--- src/rtl/snd_mmc5_if.sv ---
// CPU-side bus for the MMC5 sound core: snooped cycle in, read data and IRQ back to the mapper.
interface snd_mmc5_if;
  logic        cpu_tick;
  logic        cpu_rw;
  logic [15:0] cpu_addr;
  logic [7:0]  cpu_dat;
  logic [7:0]  snd_dout;
  logic        snd_oe;
  logic        snd_irq;

  modport master (output cpu_tick, cpu_rw, cpu_addr, cpu_dat, input snd_dout, snd_oe, snd_irq);
  modport slave  (input cpu_tick, cpu_rw, cpu_addr, cpu_dat, output snd_dout, snd_oe, snd_irq);
endinterface

--- src/rtl/snd_mmc5_core.sv ---
// MMC5 expansion audio: two sweepless pulse channels plus an 8-bit PCM channel mixed to 10 bits.
// Define SND_MMC5_PCM_EN to build the PCM channel ($5010/$5011, read-mode capture, IRQ).
module snd_mmc5_core #(
  parameter int QFRAME_DIV = 7457
) (
  input  logic       clk,
  input  logic       map_rst,
  snd_mmc5_if.slave  bus,
  output logic [9:0] vol
);
  localparam int NUM_LANES = 2;
  localparam logic [7:0] LEN_TAB [32] = '{
    8'd10, 8'd254, 8'd20, 8'd2,  8'd40, 8'd4,  8'd80, 8'd6,  8'd160, 8'd8,  8'd60, 8'd10,
    8'd14, 8'd12,  8'd26, 8'd14, 8'd12, 8'd16, 8'd24, 8'd18, 8'd48,  8'd20, 8'd96, 8'd22,
    8'd192, 8'd24, 8'd72, 8'd26, 8'd16, 8'd28, 8'd32, 8'd30};
  // Indexed by duty, then bit [7-step]: step 0 is the MSB.
  localparam logic [3:0][7:0] DUTY_TAB = {8'b10011111, 8'b01111000, 8'b01100000, 8'b01000000};

  logic        wr;
  logic [15:0] addr;
  logic [7:0]  dat;
  assign wr   = bus.cpu_tick & ~bus.cpu_rw;
  assign addr = bus.cpu_addr;
  assign dat  = bus.cpu_dat;

  logic                 half, qtick;
  logic [12:0]          fcnt;
  logic [NUM_LANES-1:0] en;
  assign qtick = (fcnt == 13'(QFRAME_DIV - 1));

  always_ff @(posedge clk) begin
    if (map_rst) begin
      half <= 1'b0;
      fcnt <= '0;
      en   <= '0;
    end else if (bus.cpu_tick) begin
      half <= ~half;
      fcnt <= qtick ? '0 : fcnt + 13'd1;
      if (wr && addr == 16'h5015) en <= dat[NUM_LANES-1:0];
    end
  end

  logic [NUM_LANES-1:0][3:0] p_out;
  logic [NUM_LANES-1:0]      len_nz;

  for (genvar g = 0; g < NUM_LANES; g++) begin : g_pulse
    localparam logic [15:0] BASE = 16'h5000 + 16'(4 * g);
    logic [1:0]  duty;
    logic        halt, cvol, estart;
    logic [3:0]  vpar, decay, ediv;
    logic [10:0] period, tcnt;
    logic [2:0]  step;
    logic [7:0]  len;

    // Clock-driven updates come first so that register writes in the same tick override them.
    always_ff @(posedge clk) begin
      if (map_rst) begin
        {duty, halt, cvol, vpar} <= '0;
        period <= '0;
        tcnt   <= '0;
        step   <= '0;
        len    <= '0;
        estart <= 1'b0;
        decay  <= '0;
        ediv   <= '0;
      end else if (bus.cpu_tick) begin
        if (half) begin
          if (tcnt == '0) begin
            tcnt <= period;
            step <= step + 3'd1;
          end else tcnt <= tcnt - 11'd1;
        end
        if (qtick) begin
          if (estart) begin
            estart <= 1'b0;
            decay  <= 4'd15;
            ediv   <= vpar;
          end else if (ediv == '0) begin
            ediv <= vpar;
            if (decay != '0) decay <= decay - 4'd1;
            else if (halt)   decay <= 4'd15;
          end else ediv <= ediv - 4'd1;
          if (len != '0 && !halt) len <= len - 8'd1;
        end
        if (wr && addr == BASE)          {duty, halt, cvol, vpar} <= dat;
        if (wr && addr == BASE + 16'd2)  period[7:0] <= dat;
        if (wr && addr == BASE + 16'd3) begin
          period[10:8] <= dat[2:0];
          step         <= '0;
          estart       <= 1'b1;
          if (en[g]) len <= LEN_TAB[dat[7:3]];
        end
        if (wr && addr == 16'h5015 && !dat[g]) len <= '0;
      end
    end

    assign p_out[g]  = (len == '0 || period < 11'd8 || !DUTY_TAB[duty][3'd7 - step]) ? 4'd0
                     : (cvol ? vpar : decay);
    assign len_nz[g] = (len != '0);
  end

  logic [7:0] pcm, st5010;
  logic       pcm_irq;

`ifdef SND_MMC5_PCM_EN
  logic rd, pcm_mode, pcm_irq_en, pcm_pend, cap;
  assign rd  = bus.cpu_tick & bus.cpu_rw;
  // Write mode samples $5011 writes; read mode samples ROM data fetched from $8000-$BFFF.
  assign cap = (wr && addr == 16'h5011 && !pcm_mode) || (rd && pcm_mode && addr[15:14] == 2'b10);

  always_ff @(posedge clk) begin
    if (map_rst) begin
      pcm        <= '0;
      pcm_mode   <= 1'b0;
      pcm_irq_en <= 1'b0;
      pcm_pend   <= 1'b0;
    end else if (bus.cpu_tick) begin
      if (wr && addr == 16'h5010) begin
        pcm_mode   <= dat[0];
        pcm_irq_en <= dat[7];
      end
      if (rd && addr == 16'h5010) pcm_pend <= 1'b0;
      if (cap) begin
        if (dat != '0) pcm <= dat;
        else           pcm_pend <= 1'b1;
      end
    end
  end

  assign pcm_irq = pcm_pend & pcm_irq_en;
  assign st5010  = {pcm_pend, 7'd0};
`else
  assign pcm     = '0;
  assign pcm_irq = 1'b0;
  assign st5010  = '0;
`endif

  logic sel10, sel15;
  assign sel10        = bus.cpu_rw && addr == 16'h5010;
  assign sel15        = bus.cpu_rw && addr == 16'h5015;
  assign bus.snd_oe   = sel10 | sel15;
  assign bus.snd_dout = sel15 ? {6'd0, len_nz} : (sel10 ? st5010 : 8'd0);
  assign bus.snd_irq  = pcm_irq;

  logic [4:0] psum;
  assign psum = 5'(p_out[0]) + 5'(p_out[1]);

  always_ff @(posedge clk) begin
    if (map_rst) vol <= '0;
    else         vol <= {1'b0, psum, 4'd0} + {2'd0, pcm};
  end
endmodule

--- src/flat_wrapper.sv ---
// flat-port wrapper written by rule: the top's interface ports become plain ports
module snd_mmc5_core_flat 
#(
  parameter int QFRAME_DIV = 7457
)
  (clk, map_rst, vol, bus_cpu_tick, bus_cpu_rw, bus_cpu_addr, bus_cpu_dat, bus_snd_dout, bus_snd_oe, bus_snd_irq);
  snd_mmc5_if bus_i ();
  input  logic clk;
  input  logic map_rst;
  output logic [9:0] vol;
  input wire logic [$bits(bus_i.cpu_tick)-1:0] bus_cpu_tick;
  input wire logic [$bits(bus_i.cpu_rw)-1:0] bus_cpu_rw;
  input wire logic [$bits(bus_i.cpu_addr)-1:0] bus_cpu_addr;
  input wire logic [$bits(bus_i.cpu_dat)-1:0] bus_cpu_dat;
  output wire logic [$bits(bus_i.snd_dout)-1:0] bus_snd_dout;
  output wire logic [$bits(bus_i.snd_oe)-1:0] bus_snd_oe;
  output wire logic [$bits(bus_i.snd_irq)-1:0] bus_snd_irq;
  assign bus_i.cpu_tick = bus_cpu_tick;
  assign bus_i.cpu_rw = bus_cpu_rw;
  assign bus_i.cpu_addr = bus_cpu_addr;
  assign bus_i.cpu_dat = bus_cpu_dat;
  assign bus_snd_dout = bus_i.snd_dout;
  assign bus_snd_oe = bus_i.snd_oe;
  assign bus_snd_irq = bus_i.snd_irq;
  snd_mmc5_core #(.QFRAME_DIV(QFRAME_DIV)) u_core (.clk(clk), .map_rst(map_rst), .bus(bus_i), .vol(vol));
endmodule
--- config.mk ---
export PLATFORM = sky130hd
export DESIGN_NAME = snd_mmc5_core_flat
export DESIGN_NICKNAME = d
export VERILOG_FILES = /design/src/rtl/snd_mmc5_if.sv /design/src/rtl/snd_mmc5_core.sv /design/src/flat_wrapper.sv
export SDC_FILE = /design/constraint.sdc
export NUM_CORES = 1
export LEC_CHECK = 0
export CORE_MARGIN = 1
export CORE_UTILIZATION = 50
export DETAILED_ROUTE_END_ITERATION = 8
export GPL_ROUTABILITY_DRIVEN = 0
export PLACE_DENSITY = 0.71
export SYNTH_ARGS = -nofsm -noshare
export SYNTH_HDL_FRONTEND = slang
export SYNTH_SLANG_ARGS = --single-unit
--- constraint.sdc ---
create_clock -name clk -period 2.8 [get_ports clk]
set_input_delay 0.56 -clock clk [delete_from_list [all_inputs] [get_ports clk]]
set_output_delay 0.56 -clock clk [all_outputs]
set_load 0.05 [all_outputs]
==> qor.csv, run 1 <==
stage,metric,value,unit
status,status,"complete, no violations",
die,core_area,13300,µm²
hold_path,hp-class,reg -> reg,
detailed_routing,drtPass1Iterations,5,
detailed_routing,drt_iter0_drc,460,
clocking,root_buffer,clkbuf_16,
yosys,synthFlopType,dfxtp_1,
placed_design,post-dp-hpwl,12300,µm
yosys,synth-edff-count,0,
grt,grt_use_total,0.250,
flow_run,maxCapViolations,0,
detailed_routing,drc,0,
power,totalPowerFinal,0.00452,W
timing,timing.final.crit_share,0.963,
timing,fmax,0.371,GHz
yosys,synthCells,877,
power,power_density,550,nW/µm²
finish,fillers,1208,
die,dieWidth,119,µm
critical_path,crit_required,2.24,ns
critical_path,endpoint_kind,primary output,
yosys,yosys_warnings,0,
timing,setup_viol,0,
timing,drv_slew,0,
finish,drive_gt1_frac,0.123,
clocking,cts_hold_buffers,0,
finish,final_core_util,0.618,
detailed_routing,vias_per_cell,5.71,
die,rows,42,
clocking,cts.sinks,121,
critical_path,arrival,2.14,ns
yosys,syn_area,6860,µm²
detailed_routing,wire_per_inst,15.5,µm
die,fp.dieH,119,µm
clocking,cts_tree,done,
finish,diodes,0,
critical_path,cp_max_fo,6,
yosys,synth_area_per_cell,7.82,µm²
timing,rsz0062_at_grt,false,
grt,grt_pass1_vias,5724,
grt,grt_pass1_wl,28300,µm
finish,final_common_cell,dfxtp_1,
detailed_routing,ant_nets,0,
timing,slew_headroom,0.426,
yosys,synth.distinct_cells,76,
die,start_util,0.516,
grt,grt_max_degree,83,
clocking,cts_max_level,4,
detailed_routing,wirelength,17400,µm
clocking,cts_buffer_depth,2,
finish,fin_nets,993,
clocking,clock_latency,0.42,ns
yosys,synth-seq-cells,121,
grt,overflow,0,
finish,syn2layout_area_growth,19.8,%
yosys,seq_area_frac_synth,0.353,
detailed_routing,vias,6419,
timing,skew,0.00576,ns
placed_design,port_buffers,35,
critical_path,path_class,in -> out,
power,ir_worst_vdd,432,µV
timing,final.min_clock_period,2.70,ns
die,dieArea,14200,µm²
grt,antenna_found_initial,0,
clocking,clkSlewWorstSetupHoldPaths,0.05,ns
power,leakagePower,2.97,nW
timing,worstMarginPinSlew,0.860,ns
yosys,async_flop_share,0,
finish,mostFrequentLayoutCells,"120 x dfxtp_1, 104 x nand2_1, 92 x nor2_1",
clocking,cts_buffers,17,
die,ios,48,
timing,hold_viol,0,
critical_path,critPathLaunchType,primary input,
[Yosys cell counts (all sizes together), types with 20 or more instances]
cell type  count  share of area
dfxtp        121           0.35
nand2        104          0.057
nor2          92          0.050
a21oi         82          0.060
nand3         63          0.046
o21ai         42          0.031
inv           38          0.021
nor3          35          0.026
clkbuf        31          0.017
ha            28          0.051
mux2i         24          0.035
buf           22          0.020
nor4          20          0.024
[through the flow]
step	TNS (ns)	area [µm²]	std cells	hold WS [ns]	setup WS [ns]
finish	0	8220	1125	0.463	0.104
global route	0	8220	1125	0.486	0.00164
CTS	0	8170	1125	0.459	0.00315
detailed placement	-0.103	7610	1093	0.446	-0.0659
global placement	-0.0267	7610	1093	0.440	-0.0267
floorplan	-0.0245	6920	888	0.429	-0.0245
[power breakdown]
group	switching, W	internal, W
Sequential	0.0000463	0.00176
Combinational	0.000410	0.000253
Clock	0.000766	0.00128
Total	0.00122	0.00330
[sequential cells by signal, summed over array words and instances (netlist names), 4 cells and up]
name	count
u_core.g_pulse.period	22
u_core.vol	5
u_core.g_pulse.step	6
u_core.g_pulse.duty	4
u_core.g_pulse.decay	8
u_core.g_pulse.ediv	8
u_core.g_pulse.tcnt	22
u_core.g_pulse.vpar	8
u_core.fcnt	13
u_core.g_pulse.len	16
[kinds of logic (layout without fill, tap and decap cells)]
kind of cell               count (synthesis)  after routing  share of synthesized area
and+or+nand+nor                          391            391                      0.285
AOI/OAI and AO/OA                        198            198                      0.181
DFF                                      121            121                      0.353
buffers and inverters                     91            152                     0.0580
adders and majority gates                 29             29                     0.0540
muxes                                     28             28                     0.0449
xor gates and xnor gates                  18             18                     0.0230
other                                      1             12                   0.000547
[final cells by class]
class                   count  area (µm²)  share of cell area
clock buffers              24         482              0.0586
clock inverters             8        70.1             0.00852
inverters                  38         143              0.0173
multi-input cells         676        4140               0.504
flip-flops and latches    121        2420               0.295
well taps                 176         220              0.0268
repair buffers             82         741              0.0901
[repair_timing]
action,CTS,global route
pin swaps,0,4
setup endpoints to repair,1,4
resized for setup,2,13
buffers inserted,0,0
[critical path, stage by stage]
cell and delay [ns]:
clkdlybuf4s50_1 0.66, nand4_1 0.27, nor4_2 0.33, buf_4 0.18, buf_12 0.13
[path summary, 6_finish.rpt]
| kind | slack, ns | cells past startpoint | startpoint | endpoint |
|---|---|---|---|---|
| worst min register to register | 0.46 | 2 | u_core.g_pulse[1].period[2] | u_core.g_pulse[1].period[2] |
| worst max-delay path | 0.10 | 5 | bus_cpu_addr[2] | bus_snd_dout[1] |
| worst min-delay path | 0.46 | 2 | u_core.g_pulse[1].period[2] | u_core.g_pulse[1].period[2] |
| worst max register to register | 0.18 | 12 | u_core.g_pulse[1].len[0] | u_core.vol[7] |
[per-layer routing]
metal / track usage / routed length, µm
met5: 0 / 0
met2: 0.393 / 7940
met3: 0.0541 / 1100
met4: 0.0823 / 260
met1: 0.338 / 8100
Power figures use the tool's default switching activity.
==> run 2: changes to the inputs <==
--- a/config.mk
+++ b/config.mk
@@ -7,9 +7,11 @@
 export LEC_CHECK = 0
 export CORE_MARGIN = 1
 export CORE_UTILIZATION = 50
+export CTS_CLUSTER_SIZE = 24
 export DETAILED_ROUTE_END_ITERATION = 8
 export GPL_ROUTABILITY_DRIVEN = 0
 export PLACE_DENSITY = 0.71
+export SLEW_MARGIN = 30
 export SYNTH_ARGS = -nofsm -noshare
 export SYNTH_HDL_FRONTEND = slang
 export SYNTH_SLANG_ARGS = --single-unit
==> results of run 2 <==
Final layout, timing and power as in run 1 (identical DEF).
